### config.mk
export PLATFORM = sky130hd
export DESIGN_NAME = random_multi
export DESIGN_NICKNAME = d
export VERILOG_FILES = /design/src/rtl/random_pkg.sv /design/src/rtl/random_lfsr_channel.sv /design/src/rtl/random_multi.sv
export SDC_FILE = /design/constraint.sdc
export NUM_CORES = 1
export LEC_CHECK = 0
export ABC_AREA = 1
export BUFFER_PORTS_ARGS = -buffer_cell sky130_fd_sc_hd__buf_2
export CAP_MARGIN = 20
export CORE_MARGIN = 4
export CORE_UTILIZATION = 65
export DETAILED_ROUTE_END_ITERATION = 6
export PLACE_DENSITY = 0.86
export SYNTH_ARGS = -nofsm -noshare
export SYNTH_HDL_FRONTEND = slang
export SYNTH_HIERARCHICAL = 1
export SYNTH_SLANG_ARGS = --single-unit
### constraint.sdc
create_clock -name clk -period 3.9 [get_ports clk]
set_input_delay 0.585 -clock clk [delete_from_list [all_inputs] [get_ports clk]]
set_output_delay 0.585 -clock clk [all_outputs]
set_load 0.02 [all_outputs]
### src/rtl/random_pkg.sv
`default_nettype none
//------------------------------------------------------------------------------
// random_pkg : shared types and limits for the random_multi peripheral
// Rev 1.0
//------------------------------------------------------------------------------
package random_pkg;

   typedef enum logic [0:0] {
      RNG_FREE_RUN = 1'b0,
      RNG_ON_READ  = 1'b1
   } rng_mode_t;

   localparam int RNG_MIN_WIDTH = 8;
   localparam int RNG_MAX_WIDTH = 64;

endpackage
`default_nettype wire

### src/rtl/random_lfsr_channel.sv
`default_nettype none
//------------------------------------------------------------------------------
// random_lfsr_channel : one reseedable Galois LFSR generator
// Rev 1.0
//------------------------------------------------------------------------------
module random_lfsr_channel #(
   parameter int               WIDTH = 32,
   parameter logic [WIDTH-1:0] TAPS  = 32'h80200003,
   parameter logic [WIDTH-1:0] INIT  = 32'hACE12468
) (
   input  logic             clk,
   input  logic             reset,
   input  logic             load,
   input  logic [WIDTH-1:0] seed,
   input  logic             step,
   output logic [WIDTH-1:0] state
);

   // An all-zero state would lock the LFSR, so zero is replaced by 1.
   localparam logic [WIDTH-1:0] INIT_NZ = (INIT == '0) ? WIDTH'(1) : INIT;

   logic [WIDTH-1:0] state_q;
   logic [WIDTH-1:0] state_d;

   always_comb begin
      state_d = state_q;
      if (load) begin
         state_d = (seed == '0) ? WIDTH'(1) : seed;
      end else if (step) begin
         state_d = state_q[0] ? ((state_q >> 1) ^ TAPS) : (state_q >> 1);
      end
   end

   always_ff @(posedge clk) begin
      if (reset) begin
         state_q <= INIT_NZ;
      end else begin
         state_q <= state_d;
      end
   end

   assign state = state_q;

endmodule
`default_nettype wire

### src/rtl/random_multi.sv
`default_nettype none
//------------------------------------------------------------------------------
// random_multi : multi-channel LFSR random number peripheral, 2-cycle reads
// Rev 1.0
//------------------------------------------------------------------------------
module random_multi
   import random_pkg::*;
#(
   parameter int               WIDTH      = 32,
   parameter int               CHANNELS   = 4,
   parameter int               AW         = 4,
   parameter logic [WIDTH-1:0] TAPS       = 32'h80200003,
   parameter logic [WIDTH-1:0] RESET_SEED = 32'hACE12468,
   parameter rng_mode_t        MODE       = RNG_ON_READ
) (
   input  logic             clk,
   input  logic             reset,
   input  logic             read,
   input  logic             write,
   input  logic [AW-1:0]    address,
   input  logic [WIDTH-1:0] dataIn,
   output logic             readValid,
   output logic [WIDTH-1:0] dataOut
);

   if ((1 << AW) < CHANNELS) begin : g_chk_aw
      $error("random_multi: AW too small for CHANNELS");
   end
   if ((WIDTH < RNG_MIN_WIDTH) || (WIDTH > RNG_MAX_WIDTH)) begin : g_chk_width
      $error("random_multi: WIDTH out of supported range");
   end

   logic             read_q, read_d;
   logic             write_q, write_d;
   logic [AW-1:0]    addr_q, addr_d;
   logic [WIDTH-1:0] data_in_q, data_in_d;
   logic             read_valid_q, read_valid_d;
   logic [WIDTH-1:0] data_out_q, data_out_d;

   logic [WIDTH-1:0]    chan_state [CHANNELS];
   logic [CHANNELS-1:0] chan_load;
   logic [CHANNELS-1:0] chan_step;

   always_comb begin
      read_d       = read;
      write_d      = write;
      addr_d       = address;
      data_in_d    = dataIn;
      read_valid_d = read_q;
      data_out_d   = data_out_q;
      // Unmatched (out-of-range) addresses fall through to zero.
      if (read_q) begin
         data_out_d = '0;
         for (int i = 0; i < CHANNELS; i++) begin
            if (addr_q == AW'(i)) begin
               data_out_d = chan_state[i];
            end
         end
      end
   end

   always_ff @(posedge clk) begin
      addr_q    <= addr_d;
      data_in_q <= data_in_d;
      if (reset) begin
         read_q       <= 1'b0;
         write_q      <= 1'b0;
         read_valid_q <= 1'b0;
         data_out_q   <= '0;
      end else begin
         read_q       <= read_d;
         write_q      <= write_d;
         read_valid_q <= read_valid_d;
         data_out_q   <= data_out_d;
      end
   end

   for (genvar g = 0; g < CHANNELS; g++) begin : g_chan
      localparam logic [WIDTH-1:0] CHAN_INIT = RESET_SEED ^ WIDTH'(g);

      assign chan_load[g] = write_q && (addr_q == AW'(g));
      assign chan_step[g] = (MODE == RNG_FREE_RUN) || (read_q && (addr_q == AW'(g)));

      random_lfsr_channel #(
         .WIDTH (WIDTH),
         .TAPS  (TAPS),
         .INIT  (CHAN_INIT)
      ) u_chan (
         .clk   (clk),
         .reset (reset),
         .load  (chan_load[g]),
         .seed  (data_in_q),
         .step  (chan_step[g]),
         .state (chan_state[g])
      );
   end

   assign readValid = read_valid_q;
   assign dataOut   = data_out_q;

endmodule
`default_nettype wire
==> results.cfg <==
[outcome]
status = complete, no violations

[global_routing]
grt_pass1_wl_um = 47990
grt_util_all_layers = 0.3754
antenna_found_initial = 1
grt_max_degree = 67
grt-ovfl-total = 0
grt_pass1_vias = 8578

[final_layout]
post-route-util = 0.7201
antenna_cells = 0
drive_gt1_frac = 0.1316
areaGrowthSynthToFinish_pct = 7.173
final_nets = 1358

[logic_synthesis]
ys_types = 40
ys.flop_type = dfxtp_1
synth_seq_area_share = 0.4206
syn_nets = 1346
async_flop_share = 0
ys_top_cells_by_area = dfxtp_1 42%, nand2_1 14%, nand3_1 10%, nor2_1 5.3%, o21ai_0 2.9%
synth_most_common_cell = nand2_1
ys_warn_count = 6
ys_ff_latch = 199
yosysTopAreaCellShare = 0.4206
yosysTopAreaCell = dfxtp_1
synth_area_mm2 = 0.009472
ys_top_cells_by_count = 344 x nand2_1, 199 x dfxtp_1, 192 x nand3_1
synth-edff-count = 0
postSynthCellCount = 1306
avgSynthCellArea_um2 = 7.252

[power_and_ir_drop]
p_leak_nw = 4.128
power.density_mw_per_mm2 = 412.4
ir_drop_v = 0.0002828

[die]
coreArea_mm2 = 0.01410
start_util = 0.6719
dieWidth_um = 128.7
die_height_um = 128.7
num_rows = 43
io_pins = 73
die_area_mm2 = 0.01657

[job]
cap_violations = 0

[cts]
cts.htree.levels = 4
clk_latency_ns = 0.44
postCtsHoldBufs = 0
cts_resized = 0
cts_tree = done
cts_buffers = 17
clock-sinks = 199
cts.path.max_buffers = 2
postCtsSetupRepairBufs = 0
cts-root-buf = clkbuf_16
clk_pin_slew_ns = 0.07

[critical_path]
startpoint_type = register
r2r_start = addr_q[0]
rrSetupSlack_ns = 1.43
path_max_fanout = 33
path_class = reg -> reg
crit_start = addr_q[0]
end_kind = register
crit_required_ns = 4.22
crit_arrival_ns = 2.79
r2r_cells = 11
regToRegEndpoint = g_chan[3].u_chan/state[27]

[sta]
clock_skew_ns = 0.01154
tightest_slew_ns = 0.7596
fin_crit_ns = 2.472
finalMaxSlewViolations = 0
fin_setup_tns_ns = 0
timing.fmax_ghz = 0.4045
period_share = 0.6340
setup_viol = 0
hold_slack_ns = 0.2424
finalHoldViolCount = 0
timing.slew.headroom = 0.4929
rsz0062_at_grt = false

[min_path]
hold_path.class = in -> reg
whs_path_depth = 1
hold_end = data_in_q[23]
hold_start = dataIn[23]

[routing]
drc = 0
viasPerCell = 6.533
wl_per_cell_um = 20.73
vias = 9865
drtPass1Iterations = 7
drt-total-wl_um = 31310
first_iter_violations = 1996
ant_nets = 0

[placement]
io_buffers = 72
gp_congestion = 1.023
dp_hpwl_um = 20420
metal layers:
metal / GRT usage / up-vias / part of all wire
li1: - / 4451 / -
met1: 0.5192 / 4445 / 0.38
met2: 0.5363 / 827 / 0.41
met3: 0.1121 / 140 / 0.15
met4: 0.1810 / 2 / 0.057
met5: 0 / - / 0.00042
critical path: stages, from the launching register on:
cell and delay, ns:
dfxtp_1 0.45, nand2_1 0.10, inv_2 0.05, buf_4 0.30, nand2_1 0.13, nor2_2 0.10
buf_4 0.34, inv_4 0.23, nand2_8 0.23, inv_4 0.14, a21oi_1 0.17, nand3_1 0.09
cell families after synthesis:
group,synth area share
AO/OA/AOI/OAI,0.1366
XOR/XNOR,0.008323
buffers and inverters,0.08481
flip-flops,0.4206
AND/OR/NAND/NOR,0.3497
power breakdown:
group          leakage (nW)  switching [W]  internal [W]  total [W]
registers              1.63       0.000122       0.00209    0.00221
clock network         0.268       0.000793      0.000907    0.00170
logic                  2.23       0.000187     0.0000861   0.000273
layout make-up:
| type | count | area, um^2 |
|---|---|---|
| fillers | 1154 | 3945 |
| flip-flops and latches | 199 | 3984 |
| clock buffers | 20 | 446.7 |
| multi-input cells | 967 | 4695 |
| well taps | 180 | 225.2 |
| inverters | 42 | 182.7 |
| repair buffers | 91 | 503.0 |
| clock inverters | 11 | 115.1 |
layout by cell type, fill, tap and decap left out, types with 2 or more instances in the layout:
cell	instances
a2111oi_2	9
nor3_1	48
inv_8	2
inv_2	10
nand3_1	192
clkinvlp_4	2
inv_1	25
nand2_1	344
o21ai_1	15
clkbuf_1	2
buf_4	19
xnor2_1	9
a21oi_2	12
o211ai_1	4
inv_4	4
dfxtp_1	199
o311ai_2	2
a31oi_1	30
o311ai_1	11
nor2_2	6
nand4_1	32
inv_6	4
nor2_1	129
nor2_4	5
o21ai_0	54
o221ai_1	3
buf_2	72
a2111oi_0	3
clkbuf_16	17
nand2_8	2
a21oi_1	50
clkinv_4	4
state kept, by name, summed over array words and instances, names as in the netlist:
| name | cells |
|---|---|
| addr_q | 4 |
| dataOut | 32 |
| data_in_q | 32 |
| g_chan.u_chan/state | 128 |
| readValid | 1 |
| read_q | 1 |
| write_q | 1 |
stage by stage:
step / worst slack (ns) / total power (W) / cell area [um^2] / cells
detailed placement: 1.544 / 0.002510 / 9589 / 1479
global placement: 1.566 / 0.002505 / 9589 / 1479
finish: 1.428 / 0.004187 / 10150 / 1510
global route: 1.209 / 0.004295 / 10150 / 1510
CTS: 1.498 / 0.004169 / 10150 / 1510
floorplan: 2.069 / 0.002394 / 9472 / 1306
how the worst max path moves through the flow:
stage | end | slack [ns] | cells past startpoint
after floorplan | g_chan[2].u_chan/state[0] | 2.07 | 10
after global placement | g_chan[2].u_chan/state[30] | 1.57 | 7
after detailed placement | g_chan[0].u_chan/state[24] | 1.54 | 9
after CTS | g_chan[3].u_chan/state[27] | 1.50 | 11
after global routing | g_chan[2].u_chan/state[25] | 1.21 | 9
final | g_chan[3].u_chan/state[27] | 1.43 | 11
No activity file was read; power rests on OpenSTA's default activity.
